===== src/rtl/cfg_writer_pkg.sv =====
// Shared definitions for the SPI configuration-memory writer: FSM encoding and default geometry.
package cfg_writer_pkg;

    typedef enum logic [1:0] {
        StIdle    = 2'd0,
        StGetAddr = 2'd1,
        StGetData = 2'd2
    } cfg_state_e;

    localparam int unsigned CFG_MEM_DEPTH = 149;
    localparam int unsigned CFG_ADDR_W    = 8;
    localparam int unsigned CFG_DATA_W    = 8;

endpackage


===== src/rtl/spi_sync_edge.sv =====
// Multi-flop synchroniser for an asynchronous pin, with single-cycle rise/fall pulses
// derived from the synchronised level.
module spi_sync_edge #(
    parameter int unsigned SYNC_STAGES = 2,
    parameter logic        RESET_VAL   = 1'b0
) (
    input  logic clk,
    input  logic reset,
    input  logic din,
    output logic level,
    output logic rise,
    output logic fall
);

    logic [SYNC_STAGES-1:0] stages_q;
    logic                   prev_q;

    always_ff @(posedge clk or posedge reset) begin
        if (reset) begin
            stages_q <= {SYNC_STAGES{RESET_VAL}};
            prev_q   <= RESET_VAL;
        end else begin
            stages_q <= {stages_q[SYNC_STAGES-2:0], din};
            prev_q   <= stages_q[SYNC_STAGES-1];
        end
    end

    assign level = stages_q[SYNC_STAGES-1];
    assign rise  = level & ~prev_q;
    assign fall  = ~level & prev_q;

endmodule


===== src/rtl/cfg_spi_writer.sv =====
// SPI mode-0 slave turning an address byte plus data bytes into byte-wide memory write strobes.
// Optional feature: CFG_SPI_WRITER_CHECKSUM_EN enables a per-frame XOR checksum of written bytes.
module cfg_spi_writer
    import cfg_writer_pkg::*;
#(
    parameter int unsigned MEM_DEPTH   = CFG_MEM_DEPTH,
    parameter int unsigned ADDR_W      = CFG_ADDR_W,
    parameter int unsigned DATA_W      = CFG_DATA_W,
    parameter int unsigned SYNC_STAGES = 2
) (
    input  logic              clk,
    input  logic              reset,
    input  logic              spi_sclk,
    input  logic              spi_cs_n,
    input  logic              spi_mosi,
    output logic [ADDR_W-1:0] mem_addr,
    output logic [DATA_W-1:0] mem_data,
    output logic              mem_we,
    output logic              busy,
    output logic              overflow,
    output logic [ADDR_W-1:0] byte_count,
    output logic [DATA_W-1:0] checksum
);

    localparam int unsigned CNT_W = $clog2(DATA_W);
    localparam logic [ADDR_W:0] DEPTH_LIM = (ADDR_W + 1)'(MEM_DEPTH);

    logic sclk_level, sclk_rise, sclk_fall;
    logic cs_level, cs_rise, cs_fall;
    logic unused_sclk;

    spi_sync_edge #(.SYNC_STAGES(SYNC_STAGES), .RESET_VAL(1'b0)) u_sync_sclk (
        .clk   (clk),
        .reset (reset),
        .din   (spi_sclk),
        .level (sclk_level),
        .rise  (sclk_rise),
        .fall  (sclk_fall)
    );

    // cs_n idles high, so reset its synchroniser high to avoid a phantom frame start.
    spi_sync_edge #(.SYNC_STAGES(SYNC_STAGES), .RESET_VAL(1'b1)) u_sync_cs (
        .clk   (clk),
        .reset (reset),
        .din   (spi_cs_n),
        .level (cs_level),
        .rise  (cs_rise),
        .fall  (cs_fall)
    );

    assign unused_sclk = ^{sclk_level, sclk_fall};

    logic [SYNC_STAGES-1:0] mosi_q;
    logic                   mosi_sync;

    always_ff @(posedge clk or posedge reset) begin
        if (reset) mosi_q <= '0;
        else       mosi_q <= {mosi_q[SYNC_STAGES-2:0], spi_mosi};
    end

    assign mosi_sync = mosi_q[SYNC_STAGES-1];

    cfg_state_e        state_q, state_d;
    logic [CNT_W-1:0]  bit_cnt_q, bit_cnt_d;
    logic [DATA_W-1:0] shift_q, shift_d, new_byte;
    logic [ADDR_W-1:0] ptr_q, ptr_d;
    logic [ADDR_W-1:0] mem_addr_q, mem_addr_d;
    logic [DATA_W-1:0] mem_data_q, mem_data_d;
    logic              mem_we_q, mem_we_d;
    logic              overflow_q, overflow_d;
    logic [ADDR_W-1:0] byte_count_q, byte_count_d;
    logic              frame_start;

    always_ff @(posedge clk or posedge reset) begin
        if (reset) begin
            state_q      <= StIdle;
            bit_cnt_q    <= '0;
            shift_q      <= '0;
            ptr_q        <= '0;
            mem_addr_q   <= '0;
            mem_data_q   <= '0;
            mem_we_q     <= 1'b0;
            overflow_q   <= 1'b0;
            byte_count_q <= '0;
        end else begin
            state_q      <= state_d;
            bit_cnt_q    <= bit_cnt_d;
            shift_q      <= shift_d;
            ptr_q        <= ptr_d;
            mem_addr_q   <= mem_addr_d;
            mem_data_q   <= mem_data_d;
            mem_we_q     <= mem_we_d;
            overflow_q   <= overflow_d;
            byte_count_q <= byte_count_d;
        end
    end

    always_comb begin
        state_d      = state_q;
        bit_cnt_d    = bit_cnt_q;
        shift_d      = shift_q;
        ptr_d        = ptr_q;
        mem_addr_d   = mem_addr_q;
        mem_data_d   = mem_data_q;
        mem_we_d     = 1'b0;
        overflow_d   = overflow_q;
        byte_count_d = byte_count_q;
        frame_start  = 1'b0;
        new_byte     = {shift_q[DATA_W-2:0], mosi_sync};

        unique case (state_q)
            StIdle: begin
                if (cs_fall) begin
                    frame_start  = 1'b1;
                    state_d      = StGetAddr;
                    bit_cnt_d    = '0;
                    shift_d      = '0;
                    byte_count_d = '0;
                    overflow_d   = 1'b0;
                end
            end
            StGetAddr, StGetData: begin
                if (sclk_rise) begin
                    shift_d   = new_byte;
                    bit_cnt_d = bit_cnt_q + CNT_W'(1);
                    if (bit_cnt_q == CNT_W'(DATA_W - 1)) begin
                        bit_cnt_d = '0;
                        if (state_q == StGetAddr) begin
                            ptr_d   = new_byte[ADDR_W-1:0];
                            state_d = StGetData;
                        end else begin
                            if ({1'b0, ptr_q} < DEPTH_LIM) begin
                                mem_we_d   = 1'b1;
                                mem_addr_d = ptr_q;
                                mem_data_d = new_byte;
                                if (byte_count_q != '1) byte_count_d = byte_count_q + ADDR_W'(1);
                            end else begin
                                overflow_d = 1'b1;
                            end
                            if (ptr_q != '1) ptr_d = ptr_q + ADDR_W'(1);
                        end
                    end
                end
                // A byte completing on the same cycle as cs_n rise is still written above.
                if (cs_rise) begin
                    state_d   = StIdle;
                    bit_cnt_d = '0;
                end
            end
            default: state_d = StIdle;
        endcase
    end

    assign mem_addr   = mem_addr_q;
    assign mem_data   = mem_data_q;
    assign mem_we     = mem_we_q;
    assign busy       = ~cs_level;
    assign overflow   = overflow_q;
    assign byte_count = byte_count_q;

`ifdef CFG_SPI_WRITER_CHECKSUM_EN
    logic [DATA_W-1:0] checksum_q;

    always_ff @(posedge clk or posedge reset) begin
        if (reset)            checksum_q <= '0;
        else if (frame_start) checksum_q <= '0;
        else if (mem_we_d)    checksum_q <= checksum_q ^ mem_data_d;
    end

    assign checksum = checksum_q;
`else
    assign checksum = '0;
`endif

endmodule

===== config.mk =====
export PLATFORM = sky130hd
export DESIGN_NAME = cfg_spi_writer
export DESIGN_NICKNAME = d
export VERILOG_FILES = /design/src/rtl/cfg_writer_pkg.sv /design/src/rtl/spi_sync_edge.sv /design/src/rtl/cfg_spi_writer.sv
export SDC_FILE = /design/constraint.sdc
export NUM_CORES = 1
export LEC_CHECK = 0
export ABC_AREA = 1
export CORE_ASPECT_RATIO = 1.25
export CORE_MARGIN = 2
export CORE_UTILIZATION = 30
export DETAILED_ROUTE_END_ITERATION = 8
export GPL_ROUTABILITY_DRIVEN = 1
export SYNTH_ARGS = -nofsm -noshare
export SYNTH_HDL_FRONTEND = slang
export SYNTH_SLANG_ARGS = --single-unit

===== constraint.sdc =====
create_clock -name clk -period 1.64 [get_ports clk]
set_input_delay 0.41 -clock clk [delete_from_list [all_inputs] [get_ports clk]]
set_output_delay 0.41 -clock clk [all_outputs]
set_load 0.05 [all_outputs]

Yosys cells after proc, flatten, opt, wreduce, memory -nomap -nowiden
Cells that the tools add are included.

Multiplexer cells: 33. Magnitude comparators: 1. Bitwise logic cells: 7. Reductions and logical operators: 11. $add $sub $neg: 3. Equal/unequal tests: 15.

Operators with widths (number): 8-bit 2-to-1 mux (8); 8-bit by 1-bit adder with 8-bit output, second input constant (2); 8-bit != test, second input constant (2); 8-bit case mux with 2 select lines (1); 2-bit != test, second input constant (7); 7-bit case mux with 2 select lines (1); 3-bit 2-to-1 mux (4); 1-bit 2-to-1 mux (10); 2-bit 2-to-1 mux (5); 3-bit != test, second input constant (3); 8-bit < comparator, second input constant (1); 4-bit AND reduction (2); 7-bit 2-to-1 mux (1); 7-bit AND reduction (1); 3-bit case mux with 2 select lines (1); 3-bit AND reduction (2); 6-bit AND reduction (1); 5-bit AND reduction (1); 1-bit NOT (4); 2-bit case mux with 2 select lines (1); 2-bit nonzero test (2); 3-bit by 1-bit adder with 3-bit output, second input constant (1); 1-bit AND (3); 3-bit == test, second input constant (1); other kinds (5) (5).

Word-level logic and storage cells: 84. Output and inout bits: 35. Register bits: 54. Bits of input ports: 5.

Longest topological paths before layout
Gate-level depths: netlist (run 1).

Depth in word-level cells: 7. Mapped depth: 11. Depth with buffers taken out: 11.

Modules after synthesis
From an unflattened synthesis (run 1), not the netlist that was laid out.

Cells, all modules: 320. Area, all modules: 2633.8 µm².

Modules (own cells, without submodules): cfg_spi_writer (cells each 304, area an instance 2442.3 µm², sequential area each 1201.2 µm², times used 1); spi_sync_edge (u_sync_cs) (cells each 8, area an instance 97.6 µm², sequential area each 78.8 µm², times used 1); spi_sync_edge (u_sync_sclk) (cells each 8, area an instance 93.8 µm², sequential area each 75.1 µm², times used 1).

Least setup slack after synthesis (run 1)
No wires, ideal clock.

Path type: register to register. Start point: register byte_count_q[0] (netlist: byte_count[0]). End point: register byte_count_q[5] (netlist: byte_count[5]). Cell stages (with the launch flop): 10. Library setup time: 0.066 ns. Arrival time: 1.565 ns. Setup slack: 0.010 ns. Data required time: 1.574 ns. Cells stage by stage: dfrtp_1 -> ha_1 -> nand2_1 -> nor2_1 -> nand2_1 -> nand3_2 -> nand2_2 -> nand2_4 -> nand2_1 -> nand2_1.

Longest elaborated chain between the ends: 7. Elaborated cells between the ends (all ways): 10. Classes of those cells: add/sub: 1; eq/ne: 2; mux: 6; reduce/logical: 1.

Ends and longest elaborated chain: from (decl) (RTL line cfg_spi_writer.sv:71) `logic [ADDR_W-1:0] byte_count_q, byte_count_d;`; from (signal assigned) (RTL line cfg_spi_writer.sv:94) `byte_count_q <= byte_count_d;`; 8-bit by 1-bit adder with 8-bit output (RTL line cfg_spi_writer.sv:136) `if (byte_count_q != '1) byte_count_d = byte_count_q + ADDR_W'(1);`; 8-bit 2-to-1 mux (RTL line cfg_spi_writer.sv:136); 8-bit 2-to-1 mux (RTL line cfg_spi_writer.sv:132) `if ({1'b0, ptr_q} < DEPTH_LIM) begin`; 8-bit 2-to-1 mux (RTL line cfg_spi_writer.sv:128) `if (state_q == StGetAddr) begin`; 8-bit 2-to-1 mux (RTL line cfg_spi_writer.sv:126) `if (bit_cnt_q == CNT_W'(DATA_W - 1)) begin`; 8-bit 2-to-1 mux (RTL line cfg_spi_writer.sv:123) `if (sclk_rise) begin`; 8-bit case mux with 2 select lines (RTL line cfg_spi_writer.sv:111) `unique case (state_q)`.

Parallel ways exist; a longest one is shown, timed or not. The select of a mux whose other input is x is not followed. A chain may end at the register's enable or synchronous reset.

Final worst setup path (run 1)
Start point: register state_q[1]. End point: register mem_data_q[3] (netlist: mem_data[3]).

Longest elaborated chain between the ends: 3. Elaborated cells between the ends (all ways): 5. Classes of those cells: eq/ne: 2; bitwise: 1; reduce/logical: 2.

Ends and longest elaborated chain: from (decl) (RTL line cfg_spi_writer.sv:63) `cfg_state_e state_q, state_d;`; from (signal assigned) (RTL line cfg_spi_writer.sv:76) `state_q <= StIdle;`; from (signal assigned) (RTL line cfg_spi_writer.sv:86) `state_q <= state_d;`; 2-bit by 1-bit == test with 1-bit output / 2-bit == test (equally long branches) (RTL line cfg_spi_writer.sv:111, cfg_spi_writer.sv:128); 2-bit OR reduction / 1-bit NOT (equally long branches); 5-bit AND reduction (no source line) *; to (signal assigned) (RTL line cfg_spi_writer.sv:91) `mem_data_q <= mem_data_d;`; to (decl) (RTL line cfg_spi_writer.sv:68) `logic [DATA_W-1:0] mem_data_q, mem_data_d;`.

Mark *: on every way between the ends. The rest lies on a longest branch, timed or not.

==> flow_metrics.py, run 1 <==
metrics = {
    "placement": {
        "hpwl_mm": 3.777,
        "place_area_um2": 3483,
        "dp_cells": 470,
        "portBuffers": 31,
        "gp_congestion": 0.8107,
    },
    "timing": {
        "fmax_mhz": 620.8,
        "finClkSkew_ps": 8.685,
        "hold_viol_final": 0,
        "fin_crit_ps": 1611,
        "finalMaxSlewViolations": 0,
        "period_share_pct": 98.22,
        "holdWs_ps": 350.6,
        "setup_violations": 0,
        "rsz0062_at_grt": "true",
    },
    "die": {
        "die_h_um": 111.3,
        "die-area_um2": 9993,
        "die_x_um": 89.81,
        "core_um2": 9027,
        "initial_utilization_pct": 30.59,
        "top_level_ports": 40,
        "rows": 39,
    },
    "clock_tree": {
        "root_buffer": "clkbuf_16",
        "clkSlewWorstSetupHoldPaths_ps": 70,
        "ctsHoldBuffers": 0,
        "numCtsBuffers": 5,
        "cts_buffer_depth": 2,
        "cts.sinks": 54,
        "htree_levels": 2,
        "clk_latency_ps": 290,
        "cts_tree": "yes",
    },
    "hold_path": {
        "min_to": "u_sync_sclk.stages_q[1]",
        "min_path_cells": 0,
        "hp-start": "u_sync_sclk.stages_q[0]",
        "worstHoldPathType": "reg -> reg",
    },
    "setup_path": {
        "cp.required_ps": 1820,
        "critPathKind": "reg -> reg",
        "r2r-start": "state_q[1]",
        "cp.arrival_ps": 1790,
        "worstRegToRegCells": 10,
        "r2r_slack_ps": 30,
        "cp-start-kind": "register",
        "end_kind": "register",
        "cp_max_fo": 8,
        "r2r_end": "mem_data[3]",
    },
    "synthesis": {
        "synth_area_um2": 2761,
        "syn_area_per_cell_um2": 8.822,
        "async_reset_ff_share_pct": 100.0,
        "ys_ff_latch": 54,
        "synth_top_area_cell": "dfrtp_1",
        "synth_edf_count": 0,
        "synthTopCellsByArea": "dfrtp_1, nand2_1, o21ai_2",
        "synth_cell_types": 35,
        "synth_top_area_share_pct": 46.22,
        "ys_seq_area_share_pct": 49.07,
        "synth_cells": 313,
        "yosys_warnings": 0,
        "synth_ff_type": "dfrtp_1",
    },
    "final_layout": {
        "final_cells": 490,
        "n_antenna_cell": 0,
        "stdcell_area_um2": 3864,
        "mostFrequentLayoutCells": "nand2_1, dfrtp_1, inv_1",
        "layout_commonest_cell": "nand2_1",
        "area_delta_synth_final_pct": 39.92,
        "drive_above_1_share_pct": 31.88,
        "fin_nets": 378,
    },
    "run": {
        "maxCapViolations": 0,
    },
    "route": {
        "antenna_left": 0,
        "drc_errors": 0,
        "drtPass1Iterations": 5,
        "wl_per_cell_um": 11.41,
        "drt_wl_total_mm": 5.592,
        "drt_iter0_drc": 125,
        "vias_per_cell": 4.349,
        "vias": 2131,
    },
    "global_routing": {
        "grt_pass1_vias": 1972,
        "grt_pass1_wl_mm": 8.990,
        "track_usage_pct": 10.89,
        "grt_max_degree": 55,
        "antenna_found_initial": 0,
        "overflow": 0,
    },
    "run_status": {
        "outcome": "completed",
    },
    "power_and_ir_drop": {
        "finalPower_w": 0.004454,
        "cellPowerDensity_nw_per_um2": 1153,
        "leakage_nw": 1.806,
        "vdd_ir_drop_max_v": 0.0005653,
    },
}
-- synthesized netlist by cell type (2+ instances only) --
cell      number
o211ai_1       3
inv_2          2
buf_6          5
dfrtp_1       51
ha_1           7
o21ai_1        5
a21oi_1        4
dfstp_2        3
xor2_1         3
o22ai_1        7
nor2_1        20
nand2_4        2
nand3_1       18
buf_4          8
nor2_4         2
inv_1         32
nand2_1       91
o21ai_2       16
nand2_2        7
o21ai_0       12
-- cell type report --
| class | count | area [um^2] |
|---|---|---|
| Inverter | 35 | 142.6 |
| Tap cell | 123 | 153.9 |
| Multi-Input combinational cell | 216 | 1261 |
| Clock inverter | 1 | 8.758 |
| Sequential cell | 54 | 1355 |
| Fill cell | 862 | 5164 |
| Timing Repair Buffer | 54 | 799.5 |
| Clock buffer | 7 | 142.6 |
-- kinds of logic (layout without fill, tap and decap cells) --
| logic type | after synthesis | after routing | share of synthesized area [%] |
|---|---|---|---|
| compound gates | 50 | 50 | 12.46 |
| xor+xnor | 4 | 4 | 1.269 |
| fa+ha+maj | 7 | 7 | 3.172 |
| buf+inv | 50 | 97 | 9.470 |
| flops | 54 | 54 | 49.07 |
| other cells | 1 | 8 | 0.1358 |
| simple gates | 147 | 147 | 24.42 |
-- what timing repair did --
action | in CTS | in global routing
buffers inserted | 2 | 7
resized for setup | 2 | 29
setup endpoints to repair | 26 | 33
endpoints found under the hold margin | 0 | 0
gates cloned | 0 | 3
pin swaps | 2 | 5
-- metal layers --
metal | up-vias | wire [um] | global-route usage (%)
li1 | 1094 | - | -
met2 | 37 | 2876 | 19.14
met1 | 993 | 2422 | 12.79
met3 | 7 | 179 | 1.971
met5 | - | 0 | 0
met4 | 0 | 114 | 5.231
-- state kept, by name, indices dropped and copies added (netlist names) --
signal and flops:
mem_data 8, bit_cnt_q 3, shift_q 7, byte_count 8, state_q 2, u_sync_cs.stages_q 2, mem_we 1, ptr_q 8
overflow 1, u_sync_sclk.prev_q 1, u_sync_sclk.stages_q 2, mem_addr 8, mosi_q 2, u_sync_cs.prev_q 1
-- where the power goes --
part	switching, W	internal [W]	total [W]
clock network	0.000463	0.000614	0.00108
logic	0.00110	0.000760	0.00186
registers	0.0000696	0.00145	0.00152
total	0.00163	0.00283	0.00445
-- critical path, stage by stage, from the launching register on --
cell,delay (ps)
dfrtp_1,360
inv_2,60
ha_4,300
inv_8,50
nor2_8,100
nand2_4,60
nor2_4,120
nand3_4,140
clkbuf_16,210
nand2_2,60
o21ai_2,50
-- worst max-delay path by stage --
| stage | startpoint | endpoint | slack, ps | cells after the start |
|---|---|---|---|---|
| 2_1_floorplan | byte_count[0] | byte_count[5] | 10 | 9 |
| 3_3_place_gp | state_q[0] | byte_count[1] | -10 | 9 |
| 3_5_place_dp | state_q[1] | byte_count[2] | -40 | 9 |
| 4_1_cts | state_q[1] | state_q[1] | 20 | 6 |
| 5_1_grt | state_q[1] | mem_data[2] | -50 | 10 |
| 6_report | state_q[1] | mem_data[3] | 30 | 10 |
-- metrics by stage --
step           setup WS [ps]  utilization, %  setup TNS, ps
2_1_floorplan          9.846               -              0
3_3_place_gp          -12.92           38.59         -69.21
3_5_place_dp          -39.77           38.59         -352.1
4_1_cts                20.10           40.61              0
5_1_grt               -54.86           42.80         -941.2
6_report               29.20           42.80              0
Note: power is estimated with default switching activity, not from simulation.
==> run 2, diff against run 1 <==
==> constraint.sdc (replaced) <==
create_clock -name clk -period 2 [get_ports clk]
set_input_delay 0.5 -clock clk [delete_from_list [all_inputs] [get_ports clk]]
set_output_delay 0.5 -clock clk [all_outputs]
set_load 0.05 [all_outputs]
==> run 2 against run 1 <==
  * Routed wire length down 6.0%
  * Cell count shrank 3.5%
  * Register-to-register slack better by 230 ps
  * Count of clock-buffer cells in the layout down 2
  * Clock skew is 2.7 ps lower
  * Flip-flop and latch count unchanged
  * Sequential share of layout area increased by 6.3 points
  * Critical endpoint is now mem_we
  * Largest power group is now registers
  * Highest routed layer unchanged
==> flow_metrics.py, run 2 (same netlist as run 1, synthesis figures left out) <==
metrics = {
    "run_status": {
        "outcome": "completed",
    },
    "final_layout": {
        "fill_cells": 907,
        "drive_above_1_share_pct": 23.14,
        "fin_nets": 361,
        "layout_commonest_cell": "nand2_1",
        "mostFrequentLayoutCells": "nand2_1, dfrtp_1, inv_1",
        "area_delta_synth_final_pct": 18.53,
        "n_antenna_cell": 0,
    },
    "die": {
        "die_h_um": 111.3,
        "initial_utilization_pct": 30.59,
        "core_um2": 9027,
        "die_x_um": 89.81,
        "die-area_um2": 9993,
        "rows": 39,
        "top_level_ports": 40,
    },
    "setup_path": {
        "cp-start-kind": "register",
        "cp.arrival_ps": 1420,
        "crit_buf_inv": 1,
        "cp_top_family": "buffers and inverters",
        "cp.required_ps": 1500,
        "cp_max_fo": 1,
        "worstPathCellList": "clkdlybuf4s50_1",
        "critPathKind": "reg -> out",
        "slowest_delay_ps": 790,
        "cp_slowest_cell": "clkdlybuf4s50_1",
        "end_kind": "output pin",
    },
    "clock_tree": {
        "htree_levels": 2,
        "clkSlewWorstSetupHoldPaths_ps": 70,
        "numCtsBuffers": 5,
        "clk_latency_ps": 300,
        "ctsHoldBuffers": 0,
        "root_buffer": "clkbuf_16",
        "cts_tree": "yes",
        "cts_buffer_depth": 2,
        "post_cts_resized": 0,
        "post-cts-setup-buffers": 0,
        "cts.sinks": 54,
    },
    "timing": {
        "fin_crit_ps": 1920,
        "final.setup.worst_slack_ps": 80.28,
        "fmax_mhz": 520.9,
        "hold_viol_final": 0,
        "finalMaxSlewViolations": 0,
        "finClkSkew_ps": 5.972,
        "rsz0062_at_grt": "false",
        "setup_violations": 0,
        "period_share_pct": 95.99,
        "tns_ps": 0,
    },
    "route": {
        "vias_per_cell": 4.351,
        "drtPass1Iterations": 4,
        "drt_wl_total_mm": 5.258,
        "antenna_left": 0,
        "drt_iter0_drc": 133,
        "drc_errors": 0,
        "wl_per_cell_um": 11.12,
        "vias": 2058,
    },
    "global_routing": {
        "grt_max_degree": 55,
        "grt_pass1_vias": 2059,
        "overflow": 0,
        "antenna_found_initial": 0,
        "track_usage_pct": 11.33,
        "grt_pass1_wl_mm": 9.266,
    },
    "run": {
        "maxCapViolations": 0,
    },
    "power_and_ir_drop": {
        "leakage_nw": 1.611,
        "cellPowerDensity_nw_per_um2": 1005,
        "vdd_ir_drop_max_v": 0.0003734,
    },
    "placement": {
        "hpwl_mm": 3.832,
        "gp_congestion": 0.8105,
        "portBuffers": 31,
        "pre_cts_ws_ps": 155.1,
    },
    "hold_path": {
        "worstHoldPathType": "reg -> reg",
    },
}
-- run 2: cell count changes in the layout (fill, tap and decap cells not counted), moves of 2 or more --
cell and delta:
buf_4 +12, clkbuf_16 -2, inv_1 +2, buf_12 -26, ha_2 -2, buf_6 -2
nand2_1 +11, ha_1 +3, nand2_4 -7, nand2_2 -4, o21ai_0 +2
-- run 2: per-layer routing --
| layer | track usage [%] | share of wire [%] | up-vias |
|---|---|---|---|
| met5 | 0 | 0 | - |
| met4 | 5.949 | 2.3 | 0 |
| met3 | 2.855 | 4.3 | 9 |
| met2 | 19.09 | 51 | 37 |
| met1 | 13.29 | 43 | 963 |
| li1 | - | - | 1049 |
-- run 2: path summary, 6_finish.rpt --
kind,from,to,slack (ps),depth (start not counted)
setup / recovery,mem_we,mem_we,80,1
min in group asynchronous,reset,mem_data[5],560,3
hold / removal,mosi_q[0],mosi_q[1],350,0
hold reg to reg,mosi_q[0],mosi_q[1],350,0
max in group asynchronous,reset,u_sync_cs.prev_q,1150,3
setup reg to reg,state_q[0],byte_count[2],260,9
-- run 2: layout make-up --
| type | instances | area (um^2) | share of cell area, % |
|---|---|---|---|
| Clock buffer | 5 | 125.1 | 3.823 |
| Tap cell | 123 | 153.9 | 4.702 |
| Inverter | 35 | 136.4 | 4.167 |
| Timing Repair Buffer | 37 | 306.5 | 9.365 |
| Sequential cell | 54 | 1355 | 41.40 |
| Multi-Input combinational cell | 216 | 1171 | 35.78 |
| Clock inverter | 3 | 25.02 | 0.7645 |
-- run 2: report_power, final --
| part | leakage [nW] | total [W] | switching [W] | internal, W |
|---|---|---|---|---|
| registers | 0.726 | 0.00126 | 0.0000664 | 0.00119 |
| logic | 0.814 | 0.00115 | 0.000800 | 0.000352 |
| clock network | 0.0704 | 0.000882 | 0.000411 | 0.000471 |
-- run 2: through the flow --
step                total power (W)  util (%)  area [um^2]  cells  hold slack [ps]
detailed placement         0.002435     34.55         3119    465            335.6
finish                     0.003290     36.26         3273    473            349.3
floorplan                  0.002170         -         2788    320            331.2
CTS                        0.003336     36.22         3269    473            352.4
global route               0.003513     36.26         3273    473            358.8
global placement           0.002400     34.55         3119    465            331.4
==> run 3, diff against run 2 <==
--- a/config.mk
+++ b/config.mk
@@ -6,7 +6,6 @@
 export NUM_CORES = 1
 export LEC_CHECK = 0
 export ABC_AREA = 1
-export CORE_ASPECT_RATIO = 1.25
 export CORE_MARGIN = 2
 export CORE_UTILIZATION = 30
 export DETAILED_ROUTE_END_ITERATION = 8
==> run 3 against run 2 <==
  * Highest routed layer unchanged
  * Critical path depth unchanged
  * Hold slack better by 8.9 ps
  * Combinational power hardly changed
  * Critical endpoint unchanged
  * Largest cell class unchanged
  * Clock skew is 2.3 ps higher
==> flow_metrics.py, run 3 (same netlist as run 1, synthesis figures left out) <==
metrics = {
    "run_status": {
        "outcome": "completed",
    },
    "final_layout": {
        "fill_cells": 919,
        "fin_nets": 360,
        "drive_above_1_share_pct": 22.92,
        "layout_commonest_cell": "nand2_1",
        "final_cells": 460,
        "mostFrequentLayoutCells": "nand2_1, dfrtp_1, inv_1",
        "area_delta_synth_final_pct": 15.41,
        "post-route-util_pct": 35.16,
        "n_antenna_cell": 0,
    },
    "timing": {
        "setup_violations": 0,
        "hold_viol_final": 0,
        "period_share_pct": 97.03,
        "holdWs_ps": 358.3,
        "finalMaxSlewViolations": 0,
        "tns_ps": 0,
        "rsz0062_at_grt": "false",
        "fin_crit_ps": 1941,
        "fmax_mhz": 515.3,
        "finClkSkew_ps": 8.224,
    },
    "die": {
        "die_h_um": 99.94,
        "initial_utilization_pct": 30.46,
        "die_x_um": 99.94,
        "die-area_um2": 9988,
        "top_level_ports": 40,
        "core_um2": 9065,
        "rows": 35,
    },
    "route": {
        "dr_wl_met3_um": 198,
        "vias": 2015,
        "drc_errors": 0,
        "drtPass1Iterations": 4,
        "wl_met1_mm": 2.542,
        "drt_wl_total_mm": 5.204,
        "route.met2.wl_mm": 2.400,
        "vias_per_cell": 4.380,
        "drt_iter0_drc": 88,
        "wl_per_cell_um": 11.31,
        "highest_layer": "met4",
        "antenna_left": 0,
    },
    "clock_tree": {
        "clkSlewWorstSetupHoldPaths_ps": 100,
        "post_cts_resized": 0,
        "numCtsBuffers": 5,
        "cts_tree": "yes",
        "htree_levels": 2,
        "clk_latency_ps": 310,
        "post-cts-setup-buffers": 0,
        "ctsHoldBuffers": 0,
        "cts_buffer_depth": 2,
        "root_buffer": "clkbuf_8",
        "cts.sinks": 54,
    },
    "global_routing": {
        "antenna_found_initial": 0,
        "grt_max_degree": 55,
        "grt_pass1_wl_mm": 9.232,
        "track_usage_pct": 11.37,
        "overflow": 0,
        "grt_pass1_vias": 1985,
    },
    "hold_path": {
        "worstHoldPathType": "reg -> reg",
    },
    "setup_path": {
        "slowest_delay_ps": 790,
        "cp_slowest_cell": "clkdlybuf4s50_1",
        "cp_max_fo": 1,
        "end_kind": "output pin",
        "crit_buf_inv": 1,
        "critPathKind": "reg -> out",
        "cp_top_family": "buffers and inverters",
        "cp-start-kind": "register",
        "worstPathCellList": "clkdlybuf4s50_1",
        "cp.arrival_ps": 1440,
        "cp.required_ps": 1500,
    },
    "power_and_ir_drop": {
        "vdd_ir_drop_max_v": 0.0004286,
        "leakage_nw": 1.577,
        "finalPower_w": 0.003025,
        "cellPowerDensity_nw_per_um2": 949.1,
    },
    "placement": {
        "hpwl_mm": 3.724,
        "gp_congestion": 0.8109,
        "portBuffers": 31,
        "dp_cells": 452,
    },
    "run": {
        "maxCapViolations": 0,
    },
}
[run 3: cell count changes in the layout (fill, tap and decap cells not counted), sizes merged]
cell / change
clkinv: +1
buf: -1
inv: -1
[run 3: worst paths after layout]
path | start | endpoint | slack, ps | cells after the start
max | mem_we | mem_we | 60 | 1
min | mosi_q[0] | mosi_q[1] | 360 | 0
max reg2reg | state_q[0] | mem_addr[4] | 160 | 11
min reg2reg | mosi_q[0] | mosi_q[1] | 360 | 0
max in group asynchronous | reset | u_sync_cs.stages_q[1] | 1180 | 3
min in group asynchronous | reset | mem_data[7] | 540 | 3
[run 3: per-layer routing]
metal  GRT usage, %  vias up
met5              0        -
met4          3.161        0
met3          2.925        6
met2          18.50       30
met1          15.09      926
li1               -     1053
[run 3: stage by stage]
stage,worst slack [ps],area (um^2)
after detailed placement,154.2,3097
after global placement,212.3,3097
after floorplan,190.4,2788
after global routing,11.44,3187
after CTS,44.75,3187
final,59.43,3187
[run 3: layout make-up]
| type | count | area [um^2] | share of cell area, % |
|---|---|---|---|
| well taps | 111 | 138.9 | 4.358 |
| repair buffers | 36 | 295.3 | 9.266 |
| flip-flops and latches | 54 | 1355 | 42.52 |
| multi-input cells | 216 | 1171 | 36.75 |
| inverters | 35 | 136.4 | 4.280 |
| clock buffers | 5 | 68.82 | 2.159 |
| clock inverters | 3 | 21.27 | 0.6675 |
[run 3: report_power, final]
group | leakage [nW] | switching, W | internal [W]
Clock | 0.0441 | 0.000378 | 0.000247
Sequential | 0.726 | 0.0000656 | 0.00119
Combinational | 0.807 | 0.000793 | 0.000350
Total | 1.58 | 0.00124 | 0.00179
